`config.mk`:
```
export PLATFORM = sky130hd
export DESIGN_NAME = audio_dac_serializer
export DESIGN_NICKNAME = d
export VERILOG_FILES = /design/src/rtl/audio_dac_serializer.sv
export SDC_FILE = /design/constraint.sdc
export NUM_CORES = 1
export LEC_CHECK = 0
export BUFFER_PORTS_ARGS = -buffer_cell sky130_fd_sc_hd__buf_4
export CAP_MARGIN = 20
export CORE_ASPECT_RATIO = 1.5
export CORE_MARGIN = 1.5
export CORE_UTILIZATION = 58
export CTS_CLUSTER_SIZE = 16
export DETAILED_ROUTE_END_ITERATION = 10
export PLACE_DENSITY = 0.79
export SETUP_SLACK_MARGIN = 0.15
export SYNTH_ARGS = -nofsm -noshare
export SYNTH_HDL_FRONTEND = slang
export SYNTH_SLANG_ARGS = --single-unit
```
`constraint.sdc`:
```
create_clock -name AUDIO_CLK -period 2.7 [get_ports AUDIO_CLK]
set_input_delay 0.27 -clock AUDIO_CLK [delete_from_list [all_inputs] [get_ports AUDIO_CLK]]
set_output_delay 0.27 -clock AUDIO_CLK [all_outputs]
set_load 0.02 [all_outputs]
```
`src/rtl/audio_dac_serializer.sv`:
```
// Purpose : I2S stereo DAC serializer; generates AUD_BCLK/AUD_DACLRCK from AUDIO_CLK and shifts 16-bit L/R samples out MSB first.
// Latency : accepted sample's left MSB reaches AUD_DACDAT one AUD_BCLK period after the next frame boundary.
// Backpr. : single holding register; sample_ready drops while it is full and rises again when a frame boundary drains it.
//
// Ports:
//   AUDIO_CLK     in   system audio clock, rising edge
//   rst           in   asynchronous active-low reset
//   sample_in     in   [31:16] left, [15:0] right, two's complement
//   sample_valid  in   sample_in valid this cycle
//   sample_ready  out  holding register empty (combinational)
//   AUD_BCLK      out  bit clock, BCLK_DIV AUDIO_CLK cycles per half period
//   AUD_DACLRCK   out  word clock, 0 = left slot, 1 = right slot
//   AUD_DACDAT    out  serial data, one BCLK delayed after each LRCK edge
//   frame_start   out  one-cycle pulse at each frame boundary
//   underrun      out  one-cycle pulse when a boundary found no new sample
module audio_dac_serializer #(
    parameter int BCLK_DIV  = 4,
    parameter int SLOT_BITS = 32
) (
    input  logic        AUDIO_CLK,
    input  logic        rst,
    input  logic [31:0] sample_in,
    input  logic        sample_valid,
    output logic        sample_ready,
    output logic        AUD_BCLK,
    output logic        AUD_DACLRCK,
    output logic        AUD_DACDAT,
    output logic        frame_start,
    output logic        underrun
);

    localparam int DIV_W = (BCLK_DIV > 1) ? $clog2(BCLK_DIV) : 1;
    localparam int BIT_W = $clog2(2 * SLOT_BITS);

    localparam logic [DIV_W-1:0] DIV_LAST  = DIV_W'(BCLK_DIV - 1);
    localparam logic [BIT_W-1:0] BIT_LAST  = BIT_W'(2 * SLOT_BITS - 1);
    localparam logic [BIT_W-1:0] SLOT_SIZE = BIT_W'(SLOT_BITS);

    logic [DIV_W-1:0] r_div;
    logic             r_bclk;
    logic [BIT_W-1:0] r_bit_cnt;
    logic             r_lrck;
    logic             r_dat;
    logic [31:0]      r_shadow;
    logic [31:0]      r_hold;
    logic             r_hold_full;
    logic             r_frame_start;
    logic             r_underrun;

    logic             w_div_tc;
    logic             w_fall;
    logic             w_bit_last;
    logic             w_boundary;
    logic             w_accept;
    logic [BIT_W-1:0] w_bit_nxt;
    logic             w_lrck_nxt;
    logic [BIT_W-1:0] w_pos_nxt;
    logic [15:0]      w_chan;
    logic [3:0]       w_bit_idx;
    logic             w_dat_nxt;

    assign w_div_tc   = (r_div == DIV_LAST);
    assign w_fall     = w_div_tc & r_bclk;
    assign w_bit_last = (r_bit_cnt == BIT_LAST);
    assign w_boundary = w_fall & w_bit_last;
    assign w_accept   = sample_valid & ~r_hold_full;

    // Serial outputs are registered from the post-fall bit position so that
    // LRCK and DAT change together on the BCLK falling edge.
    assign w_bit_nxt  = w_bit_last ? '0 : r_bit_cnt + 1'b1;
    assign w_lrck_nxt = (w_bit_nxt >= SLOT_SIZE);
    assign w_pos_nxt  = w_lrck_nxt ? (w_bit_nxt - SLOT_SIZE) : w_bit_nxt;
    assign w_chan     = w_lrck_nxt ? r_shadow[15:0] : r_shadow[31:16];
    assign w_bit_idx  = 4'(5'd16 - 5'(w_pos_nxt));

    // Position 0 of each slot is the I2S delay bit and positions past 16 pad
    // the slot. Because a boundary always lands on position 0, reading the
    // old shadow here is safe even on the cycle the shadow reloads.
    assign w_dat_nxt  = (w_pos_nxt >= BIT_W'(1)) && (w_pos_nxt <= BIT_W'(16))
                        ? w_chan[w_bit_idx] : 1'b0;

    always_ff @(posedge AUDIO_CLK or negedge rst) begin
        if (!rst) begin
            r_div  <= '0;
            r_bclk <= 1'b0;
        end else if (w_div_tc) begin
            r_div  <= '0;
            r_bclk <= ~r_bclk;
        end else begin
            r_div  <= r_div + 1'b1;
        end
    end

    always_ff @(posedge AUDIO_CLK or negedge rst) begin
        if (!rst) begin
            r_bit_cnt <= '0;
            r_lrck    <= 1'b0;
            r_dat     <= 1'b0;
        end else if (w_fall) begin
            r_bit_cnt <= w_bit_nxt;
            r_lrck    <= w_lrck_nxt;
            r_dat     <= w_dat_nxt;
        end
    end

    // An accept can never coincide with a drain: accept needs an empty
    // holding register and a drain needs a full one.
    always_ff @(posedge AUDIO_CLK or negedge rst) begin
        if (!rst) begin
            r_hold      <= '0;
            r_hold_full <= 1'b0;
            r_shadow    <= '0;
        end else begin
            if (w_accept) begin
                r_hold      <= sample_in;
                r_hold_full <= 1'b1;
            end else if (w_boundary && r_hold_full) begin
                r_hold_full <= 1'b0;
            end
            if (w_boundary && r_hold_full) begin
                r_shadow <= r_hold;
            end
        end
    end

    always_ff @(posedge AUDIO_CLK or negedge rst) begin
        if (!rst) begin
            r_frame_start <= 1'b0;
            r_underrun    <= 1'b0;
        end else begin
            r_frame_start <= w_boundary;
            r_underrun    <= w_boundary & ~r_hold_full;
        end
    end

    assign sample_ready = ~r_hold_full;
    assign AUD_BCLK     = r_bclk;
    assign AUD_DACLRCK  = r_lrck;
    assign AUD_DACDAT   = r_dat;
    assign frame_start  = r_frame_start;
    assign underrun     = r_underrun;

endmodule
```
---- Yosys cells after proc, flatten, opt, wreduce, memory -nomap -nowiden ----
Index checks and enable logic that the tools add are counted.
storage, ports and cells
  logic and storage cells ................. 38
  flip-flop bits (word level) ............. 78
  output and inout bits ................... 6
cells by class
  add/sub/neg operators ................... 4
  reduce and logical (&&, ||, !) cells .... 3
  bitwise operators ....................... 6
  eq/ne operators ......................... 2
  order comparisons ....................... 4
  multiplexer cells ....................... 9
operators with widths
  cell                                                  count
  2-to-1 mux 16 bit                                     1
  2-to-1 mux 6 bit                                      2
  adder 6 x 1 -> 6 bit (second input constant)          1
  == test 6 bit (second input constant)                 1
  >= comparator 6 x 1 -> 1 bit (second input constant)  1
  >= comparator 6 bit (second input constant)           1
  <= comparator 6 x 5 -> 1 bit (second input constant)  1
  subtractor 6 bit (second input constant)              1
  < comparator 4 x 5 -> 1 bit (second input constant)   1
  AND 1 bit                                             4
  binary-select mux 1 bit (select 4 bit)                1
  2-to-1 mux 1 bit                                      4
  subtractor 1 x 4 -> 4 bit (first input constant)      1
  adder 2 x 1 -> 2 bit (second input constant)          1
  == test 2 bit (second input constant)                 1
  logical AND 1 bit                                     2
  2-to-1 mux 2 bit                                      1
  NOT 1 bit                                             2
  nonzero test 2 bit                                    1

---- Depth between registers and ports, before layout ----
Gate-level depths: netlist (run 1).
  word-level depth ........................ 8
  mapped depth ............................ 10

---- Least setup slack after synthesis (run 1) ----
OpenSTA, ideal clock, no wires.
  path kind ............................... reg2reg
  from .................................... reg r_bit_cnt[1]
  to ...................................... reg r_dat, in the netlist AUD_DACDAT
  setup slack ............................. 0.588 ns
  arrival time ............................ 1.985 ns
  stages on the path, launching flop included .. 10
  buffers on the path ..................... 1
  clock period less this slack ............ 2.112 ns
  library setup time ...................... 0.128 ns
  path through ............................ dfrtp_1 > ha_1 > clkbuf_1 > or2_1 > o21ai_0 > a2bb2oi_1 > or3_1 > a31o_2 > a211oi_1 > nor3_1
on the way
  cells in the longest elaborated chain, start to end .. 8
  elaborated cells on any way between the ends .. 14
  classes of those cells .................. 3 x add/sub; 3 x order compare; 1 x eq/ne; 6 x mux; 1 x reduce/logical
ends and longest elaborated chain
  element                                                         line    source
  from (decl)                                                     41      logic [BIT_W-1:0] r_bit_cnt;
  from (signal assigned)                                          100     r_bit_cnt <= w_bit_nxt;
  adder 6 x 1 -> 6 bit / == test 6 bit (equally long branches)    70, 64
  2-to-1 mux 6 bit *                                              70      assign w_bit_nxt = w_bit_last ? '0 : r_bit_cnt + 1'b1;
  subtractor 6 bit / >= comparator 6 bit (equally long branches)  72, 71
  2-to-1 mux 6 bit                                                72      assign w_pos_nxt = w_lrck_nxt ? (w_bit_nxt - SLOT_SIZE) : w_bit_nxt;
  subtractor 1 x 4 -> 4 bit                                       74      assign w_bit_idx = 4'(5'd16 - 5'(w_pos_nxt));
  binary-select mux 1 bit (select 4 bit)                          80      ? w_chan[w_bit_idx] : 1'b0;
  2-to-1 mux 1 bit (implied by the code)                          80
  2-to-1 mux 1 bit *                                              80
  to (signal assigned)                                            102     r_dat <= w_dat_nxt;
  to (decl)                                                       43      logic r_dat;
Every way passes the cells marked *; elsewhere a longest branch is shown, timed or not. The select of a mux whose other input is x is not followed.
A chain may end at the register's enable or synchronous reset.

---- Final worst setup path (run 1) ----
  from .................................... reg r_bit_cnt[0]
  to ...................................... reg r_dat, in the netlist AUD_DACDAT
on the way
  cells in the longest elaborated chain, start to end .. 8
  elaborated cells on any way between the ends .. 14
  classes of those cells .................. 3 x add/sub; 3 x order compare; 1 x eq/ne; 6 x mux; 1 x reduce/logical
ends and longest elaborated chain
  element                                                         line    source
  adder 6 x 1 -> 6 bit / == test 6 bit (equally long branches)    70, 64
  2-to-1 mux 6 bit *                                              70
  via w_bit_nxt[1]                                                55      logic [BIT_W-1:0] w_bit_nxt;
  subtractor 6 bit / >= comparator 6 bit (equally long branches)  72, 71
  2-to-1 mux 6 bit                                                72
  subtractor 1 x 4 -> 4 bit                                       74
  binary-select mux 1 bit (select 4 bit)                          80
  2-to-1 mux 1 bit (implied by the code)                          80
  2-to-1 mux 1 bit *                                              80
The timed path passes the listed nets; every way through them passes the cells marked *. The select of a mux whose other input is x is not followed.

==> metrics.md, run 1 <==
| Metric | Value |
|---|---|
| Crit path largest cell delay | 0.54 ns |
| Mapped Cells | around 270 |
| Fraction of layout cells with a size suffix above 1 | ~43% |
| Number of setup violations in the final report | 0 |
| Number of flops mapped to enable cells by yosys | 0 |
| Crit path required time | ~2.9 ns |
| First-pass iteration count of the detailed router | 4 |
| Vias in the first global route | approximately 2300 |
| Number of primary I/O pins | slightly above 40 |
| Highest ir drop seen on vdd | about 0.46 mV |
| Status | completed |
| DRC violation count after routing | 0 |
| Synthesized-area fraction occupied by xor and xnor cells | less than 1% |
| Per-instance average area after synthesis | between 10 and 15 um2 |
| Setup TNS | 0 ns |
| Max-Slew Margin vs Limit | a little under two fifths |
| DRT iter0 DRCs | approximately 150 |
| Count of different cell masters after synthesis | between 40 and 50 |
| CTS H-tree lvls | 3 |
| Maximum net fanout on the critical path | 15 |
| Post-DRT Antenna Nets | 0 |
| Design Power | 2110 uW |
| Yosys synthesis warning count | 0 |
| Setup repair after global routing missed its margin | no |
| Count of nets after finishing | ~350 |
| Seq/Total Area, Yosys | between 50% and 60% |
| Num CTS Buffers | 9 |
| Gpl congestion | ~0.92 |
| Largest family of logic cells by synthesized area | multiplexers |
| Main flop type after synthesis | sky130_fd_sc_hd__dfrtp_1 |
| Min Hold Slack | between 0.04 and 0.05 ns |
| Time the worst path needs with I/O delays and setup | approximately 2.4 ns |
| Post-Synthesis Cell Area | between 3000 and 4000 um2 |
| CTS clock-pin slew for the worst setup and hold paths | approximately 0.080 ns |
| DIE AREA | about 6500 um2 |
| Master cell of the clock root buffer | sky130_fd_sc_hd__clkbuf_8 |
| Clock tree from TritonCTS | built |
| Total of buffers placed on input and output ports | 40 |
| Slack of the worst reg-to-reg path | around 0.33 ns |
| DR vias/cell | slightly below 6 |
| Antenna cells | 0 |
| Final Max Slew Viols | 0 |
| Slowest stage cell, crit path | sky130_fd_sc_hd__dfrtp_1 |
| CP Data Arrival Time | 2.60 ns |
| All-layer global routing usage | between 20 and 25% |
| Number of instances in the placed design | 371 |
| Synthesized net count | around 310 |
| Number of clock sinks | between 70 and 80 |
| Reg-to-reg startpoint | r_bit_cnt[0]$_DFFE_PN0P_ |
| Pin count of the biggest net entering global routing | 78 |
| Area of the multi-input gates | 1460 um2 |
| Synthesized-area fraction occupied by and/or/nand/nor cells | under 10% |
| Total length of routed wires | about 6400 um |
| Total via count after detailed routing | about 2200 |
| DP Wirelength | 4560 um |
| Max-capacitance violation count | 0 |
| Number of rows created at floorplan | 34 |
| Largest clock skew in the final design | 0.0134 ns |
| Most frequent cells in the layout | sky130_fd_sc_hd__dfrtp_1, sky130_fd_sc_hd__mux2_2, sky130_fd_sc_hd__buf_4 |
| Tightest Hold Check Type | input pin to async pin |
| Logic depth of the worst register-to-register path | 8 |
| Number of storage elements in the synthesis netlist | between 70 and 80 |
| Remaining global-route overflow | 0 |
| End-of-flow core utilization | between 60% and 70% |
| Most common cell after layout, fill and taps aside | sky130_fd_sc_hd__dfrtp_1 |
| Antenna violations before repair | 0 |
| Max clock buf depth | 2 |
| Chip height | ~98 um |
| Post-synthesis mux area share | roughly 22% |
| Critical path startpoint category | register |
| Crit-path cells | inv_1 -> ha_2 -> nor2_1 -> o21ai_0 -> o2111ai_1 -> a31o_2 -> a211oi_1 -> nor3_1 |
| Global-route wire length before repair | 11100 um |
| Adder and majority cell fraction of the synthesized area | 1.08% |
| Portion of the clock cycle consumed by the worst path in the final layout | between 80 and 90% |
| Clk Latency, worst-skew pair | 0.35 ns |
| Start-to-end type of the worst setup path | register to register |
| Crit. End Element | register |
| Reg2reg end | AUD_DACDAT$_DFFE_PN0P_ |
| Max Fclk | about 420 MHz |
| Final std cells w/o fill | a little under 400 |
| Final count of hold timing violations | 0 |
| Starting utilization of the core area | around 60% |
| Core box area | 5790 um2 |
| Area growth from synthesis to layout | 14.4% |
| Leakage power | approximately 0.0019 uW |
| Postcts setup bufs | 0 |
| Worst Tran Pin Value | between 0.9 and 1 ns |
| Total power per unit cell area | 528 nW/um2 |
| Wire per inst | around 17 um |
| Die outline width | ~66 um |
| Fraction of the mapped netlist area in compound gates | under 10% |
| Number of fill cells | approximately 460 |
| Storage cell area | between 1500 and 2000 um2 |
| Synth async-reset ratio | 100% |
[synthesized netlist by cell type, types with 3 or more instances]
master,instances,area [um2]
sky130_fd_sc_hd__ha_1,3,37.5
sky130_fd_sc_hd__and2_1,3,18.8
sky130_fd_sc_hd__mux2i_1,5,50.1
sky130_fd_sc_hd__buf_2,3,15.0
sky130_fd_sc_hd__a21oi_1,6,30.0
sky130_fd_sc_hd__nand3_1,4,20.0
sky130_fd_sc_hd__dfrtp_1,77,1930
sky130_fd_sc_hd__inv_1,4,15.0
sky130_fd_sc_hd__nor2_1,6,22.5
sky130_fd_sc_hd__clkbuf_1,5,18.8
sky130_fd_sc_hd__buf_6,3,33.8
sky130_fd_sc_hd__mux2_2,65,732
sky130_fd_sc_hd__buf_1,7,26.3
sky130_fd_sc_hd__and3_1,8,50.1
sky130_fd_sc_hd__nand2_1,15,56.3
sky130_fd_sc_hd__a211oi_1,7,52.6
sky130_fd_sc_hd__o21ai_0,11,55.1
[worst max path at each step]
stage	start	to	slack, ns	depth (start not counted)
CTS	r_bit_cnt[0]$_DFFE_PN0P_	AUD_DACDAT$_DFFE_PN0P_	0.29	8
global route	r_bit_cnt[0]$_DFFE_PN0P_	AUD_DACDAT$_DFFE_PN0P_	0.16	8
detailed placement	r_bit_cnt[0]$_DFFE_PN0P_	AUD_DACDAT$_DFFE_PN0P_	0.32	8
finish	r_bit_cnt[0]$_DFFE_PN0P_	AUD_DACDAT$_DFFE_PN0P_	0.33	8
global placement	r_bit_cnt[0]$_DFFE_PN0P_	AUD_DACDAT$_DFFE_PN0P_	0.38	8
floorplan	r_bit_cnt[1]$_DFFE_PN0P_	AUD_DACDAT$_DFFE_PN0P_	0.59	9
[timing repair]
action,in CTS,in global routing
setup endpoints to repair,0,1
hold buffers,0,0
gates resized for setup,0,3
[where the power goes]
part / internal (uW) / total (uW) / switching [uW] / leakage [uW]
clock network: 335 / 742 / 407 / 0.0000760
registers: 1210 / 1250 / 33.8 / 0.000994
logic: 75.3 / 116 / 40.4 / 0.000784
[worst max-delay path, delay by kind of cell, from the launching register on]
kind            cells  cell delay (ns)
compound gates      4             0.86
flops               1             0.54
fa+ha+maj           1             0.52
simple gates        2             0.18
buf+inv             1             0.15
[layout make-up]
class / count / share of cell area, %
timing repair buffer: 44 / 8.28
tap: 72 / 2.26
multi-input combinational: 174 / 36.6
sequential: 77 / 48.3
clock buffer: 11 / 3.29
clock inverter: 5 / 0.910
inverter: 4 / 0.376
[state kept, by name (all words and copies together) (netlist names)]
signal and flops:
r_div 2, AUD_DACDAT 1, r_hold_full 1, r_shadow 32, r_bit_cnt 6, AUD_BCLK 1, underrun 1, r_hold 32
frame_start 1
[layer usage]
metal  routed length, um  track usage (%)  vias to the layer above
met5                   0                0                        -
met1                2590             28.9                     1104
met4                 131             8.63                        0
li1                    -                -                     1066
met3                 279             6.34                       10
met2                3440             36.6                       55
[metrics by stage]
| step | instance area, um2 | setup slack [ns] |
|---|---|---|
| 2_1_floorplan | 3490 | 0.588 |
| 3_3_place_gp | 3810 | 0.382 |
| 3_5_place_dp | 3810 | 0.321 |
| 4_1_cts | 3980 | 0.293 |
| 5_1_grt | 3990 | 0.155 |
| 6_report | 3990 | 0.331 |
[cells by family after synthesis]
group                      count (synthesis)
and+or+nand+nor                           54
AOI/OAI and AO/OA                         44
xor gates and xnor gates                   3
muxes                                     70
adders and majority gates                  3
buffers and inverters                     23
DFF                                       77
No activity file was read; power rests on OpenSTA's default activity.
==> run 2, diff against run 1 <==
--- a/config.mk
+++ b/config.mk
@@ -5,6 +5,7 @@
 export SDC_FILE = /design/constraint.sdc
 export NUM_CORES = 1
 export LEC_CHECK = 0
+export ABC_AREA = 1
 export BUFFER_PORTS_ARGS = -buffer_cell sky130_fd_sc_hd__buf_4
 export CAP_MARGIN = 20
 export CORE_ASPECT_RATIO = 1.5
==> run 2 against run 1 <==
Net effect: critical path depth up 6; wire length down 4.9%; sequential power about the same; cell count up 23%; core utilization up 0.41 points; fmax up 16%; count of clock-buffer cells in the layout unchanged; combinational power about the same; flip-flop and latch count unchanged; largest cell class unchanged; highest routed layer unchanged.
==> metrics.md, run 2 <==
| Metric | Value |
|---|---|
| Final Max Slew Viols | 0 |
| Remaining global-route overflow | 0 |
| Crit. End Element | register |
| Largest registers ranked by flip-flop count | r_hold x32, r_shadow x32, r_bit_cnt x6 |
| Max-Slew Margin vs Limit | between 30 and 40% |
| Chip height | about 98 um |
| Die outline width | between 60 and 70 um |
| DP Wirelength | 4490 um |
| Starting utilization of the core area | between 60% and 70% |
| Number of clock sinks | just under 80 |
| Start-to-end type of the worst setup path | register to register |
| Net switching fraction of the power | a little over a fifth |
| DRT iter0 DRCs | 157 |
| Tightest Hold Check Type | input pin to async pin |
| Leakage power | about 0.002 uW |
| Final std cells w/o fill | around 480 |
| Number of fill cells | roughly 480 |
| DIE AREA | around 6500 um2 |
| Portion of total power attributed to the clock network | 38.2% |
| Count of nets after finishing | approximately 440 |
| Status | completed |
| CTS clock-pin slew for the worst setup and hold paths | about 0.070 ns |
| First-pass iteration count of the detailed router | 4 |
| CTS resizes | 0 |
| Total power per unit cell area | between 500 and 600 nW/um2 |
| Master cell of the clock root buffer | sky130_fd_sc_hd__clkbuf_8 |
| Post-CTS Hold Buffers | 0 |
| Most frequent cells in the layout | sky130_fd_sc_hd__dfrtp_1, sky130_fd_sc_hd__nand2_1, sky130_fd_sc_hd__buf_4 |
| Number of setup violations in the final report | 0 |
| Main flop type after synthesis | sky130_fd_sc_hd__dfrtp_1 |
| Number of storage elements in the synthesis netlist | just under 80 |
| Num CTS Buffers | 9 |
| DRC violation count after routing | 0 |
| CTS H-tree lvls | 3 |
| Internal power | between 1500 and 2000 uW |
| Library cell occupying the most area in the post-synthesis netlist | sky130_fd_sc_hd__dfrtp_1 |
| Number of rows created at floorplan | 34 |
| Fraction of layout cells with a size suffix above 1 | roughly a quarter |
| Number of primary I/O pins | between 40 and 50 |
| Setup repair after global routing missed its margin | no |
| Portion of total power attributed to sequential cells | between 50% and 60% |
| Clk Latency, worst-skew pair | 0.35 ns |
| Highest ir drop seen on vdd | roughly 0.39 mV |
| Pin count of the biggest net entering global routing | 78 |
| Mapped Cells | roughly 360 |
| Number of flops mapped to enable cells by yosys | 0 |
| Synth async-reset ratio | 100% |
| Clock tree from TritonCTS | built |
| Total of buffers placed on input and output ports | 40 |
| Core box area | between 5000 and 6000 um2 |
| Count of different cell masters after synthesis | 33 |
| Global-route wire length before repair | around 11000 um |
| Wire per inst | ~13 um |
| Portion of the clock cycle consumed by the worst path in the final layout | 75.9% |
| All-layer global routing usage | roughly 22% |
| Commonest cells post-synth | sky130_fd_sc_hd__dfrtp_1, sky130_fd_sc_hd__nand2_1, sky130_fd_sc_hd__nor2_1, sky130_fd_sc_hd__inv_1, sky130_fd_sc_hd__mux2_2 |
| Post-DRT Antenna Nets | 0 |
| Time the worst path needs with I/O delays and setup | 2.05 ns |
| Per-instance average area after synthesis | 9.64 um2 |
| Most common cell after layout, fill and taps aside | sky130_fd_sc_hd__dfrtp_1 |
| Post-Synthesis Cell Area | roughly 3500 um2 |
| Part of the power in combinational logic | about 5.2% |
| Maximum net fanout on the critical path | 19 |
| Dominant cell by count in the synthesized netlist | sky130_fd_sc_hd__dfrtp_1 |
| Synth top area share | a little under three fifths |
| Largest clock skew in the final design | 0.00778 ns |
| Seq/Total Area, Yosys | 55.4% |
| Max Fclk | between 400 and 500 MHz |
| Postcts setup bufs | 0 |
| Max-capacitance violation count | 0 |
| Max clock buf depth | 2 |
| Area growth from synthesis to layout | 15.3% |
| DR vias/cell | approximately 5 |
| Critical path startpoint category | register |
| Yosys synthesis warning count | 0 |
| Gpl congestion | just under 1 |
| Crit path required time | ~2.9 ns |
| Vias in the first global route | approximately 2500 |
| Sw power | between 400 and 500 uW |
| Number of instances in the placed design | around 460 |
| Cell types occupying the most area after synthesis | sky130_fd_sc_hd__dfrtp_1, sky130_fd_sc_hd__mux2_2, sky130_fd_sc_hd__nand2_1 |
| Setup TNS | 0 ns |
| Final count of hold timing violations | 0 |
| CP Data Arrival Time | approximately 2.3 ns |
| Worst Tran Pin Value | 0.919 ns |
| Antenna cells | 0 |
| Antenna violations before repair | 0 |
| Total length of routed wires | 6120 um |
| Synthesized net count | between 300 and 400 |
| Total via count after detailed routing | 2444 |
==> run 2: per-layer routing <==
layer | GRT usage [%] | routed length [um] | part of all wire, %
met3 | 4.26 | 207 | 3.4
met2 | 36.4 | 3210 | 53
met4 | 11.8 | 242 | 4.0
met1 | 25.7 | 2460 | 40
met5 | 0 | 0 | 0
==> run 2: stage by stage <==
step                      hold WS (ns)  total power [uW]  setup WS [ns]  area, um2  utilization [%]
after global routing             0.145              2270          0.406       4010             69.4
final                           0.0565              2180          0.651       4010             69.4
after detailed placement         0.427              1370          0.687       3820             66.1
after global placement           0.413              1360          0.786       3820             66.1
after floorplan                -0.0256              1290          0.940       3480                -
after CTS                       0.0910              2200          0.668       4010             69.4
==> run 2: area by class of cell <==
| class | instances | area [um2] | share of cell area, % |
|---|---|---|---|
| Sequential cell | 77 | 1930 | 48.0 |
| Timing Repair Buffer | 43 | 335 | 8.36 |
| Tap cell | 72 | 90.1 | 2.25 |
| Clock buffer | 11 | 141 | 3.52 |
| Multi-Input combinational cell | 226 | 1310 | 32.6 |
| Clock inverter | 4 | 48.8 | 1.22 |
| Inverter | 43 | 161 | 4.02 |
==> run 2: critical path, cell delays in order, from the launching register on <==
cell and delay, ns:
sky130_fd_sc_hd__dfrtp_1 0.44, sky130_fd_sc_hd__ha_1 0.26, sky130_fd_sc_hd__nand2_4 0.08, sky130_fd_sc_hd__o21ai_2 0.19
sky130_fd_sc_hd__nand2_4 0.12, sky130_fd_sc_hd__nand2_4 0.21, sky130_fd_sc_hd__inv_1 0.12, sky130_fd_sc_hd__nand2_1 0.07
sky130_fd_sc_hd__nand2_1 0.04, sky130_fd_sc_hd__nand2_1 0.07, sky130_fd_sc_hd__nand2_1 0.05, sky130_fd_sc_hd__nand2_1 0.06
sky130_fd_sc_hd__nand3_1 0.07, sky130_fd_sc_hd__nand3_1 0.10, sky130_fd_sc_hd__nand2_1 0.05
==> run 2: cell families after synthesis <==
kind of cell | count (synthesis) | share of synthesized area [%]
compound gates | 57 | 9.10
xor+xnor | 3 | 0.755
mux | 25 | 8.09
simple gates | 138 | 18.6
fa+ha+maj | 3 | 1.08
flops | 77 | 55.4
buf+inv | 58 | 7.01
==> run 2: path summary, 6_finish.rpt <==
path	depth (start not counted)	to	slack, ns	start
worst min-delay path	1	r_div[0]$_DFF_PN0_	0.06	rst
worst max register to register	14	AUD_DACDAT$_DFFE_PN0P_	0.65	r_bit_cnt[1]$_DFFE_PN0P_
min in group AUDIO_CLK	3	r_hold_full$_DFFE_PN0P_	0.15	sample_valid
worst max-delay path	14	AUD_DACDAT$_DFFE_PN0P_	0.65	r_bit_cnt[1]$_DFFE_PN0P_
worst min register to register	1	r_div[0]$_DFF_PN0_	0.44	r_div[0]$_DFF_PN0_
max in group asynchronous	1	r_hold[8]$_DFFE_PN0P_	2.05	rst
==> run 2: power groups by stage <==
stage	Clock (uW)	Sequential [uW]	Combinational, uW
after floorplan	0	1240	50.3
after global placement	0	1250	113
after detailed placement	0	1250	117
after CTS	851	1230	118
after global routing	900	1240	133
final	832	1230	114
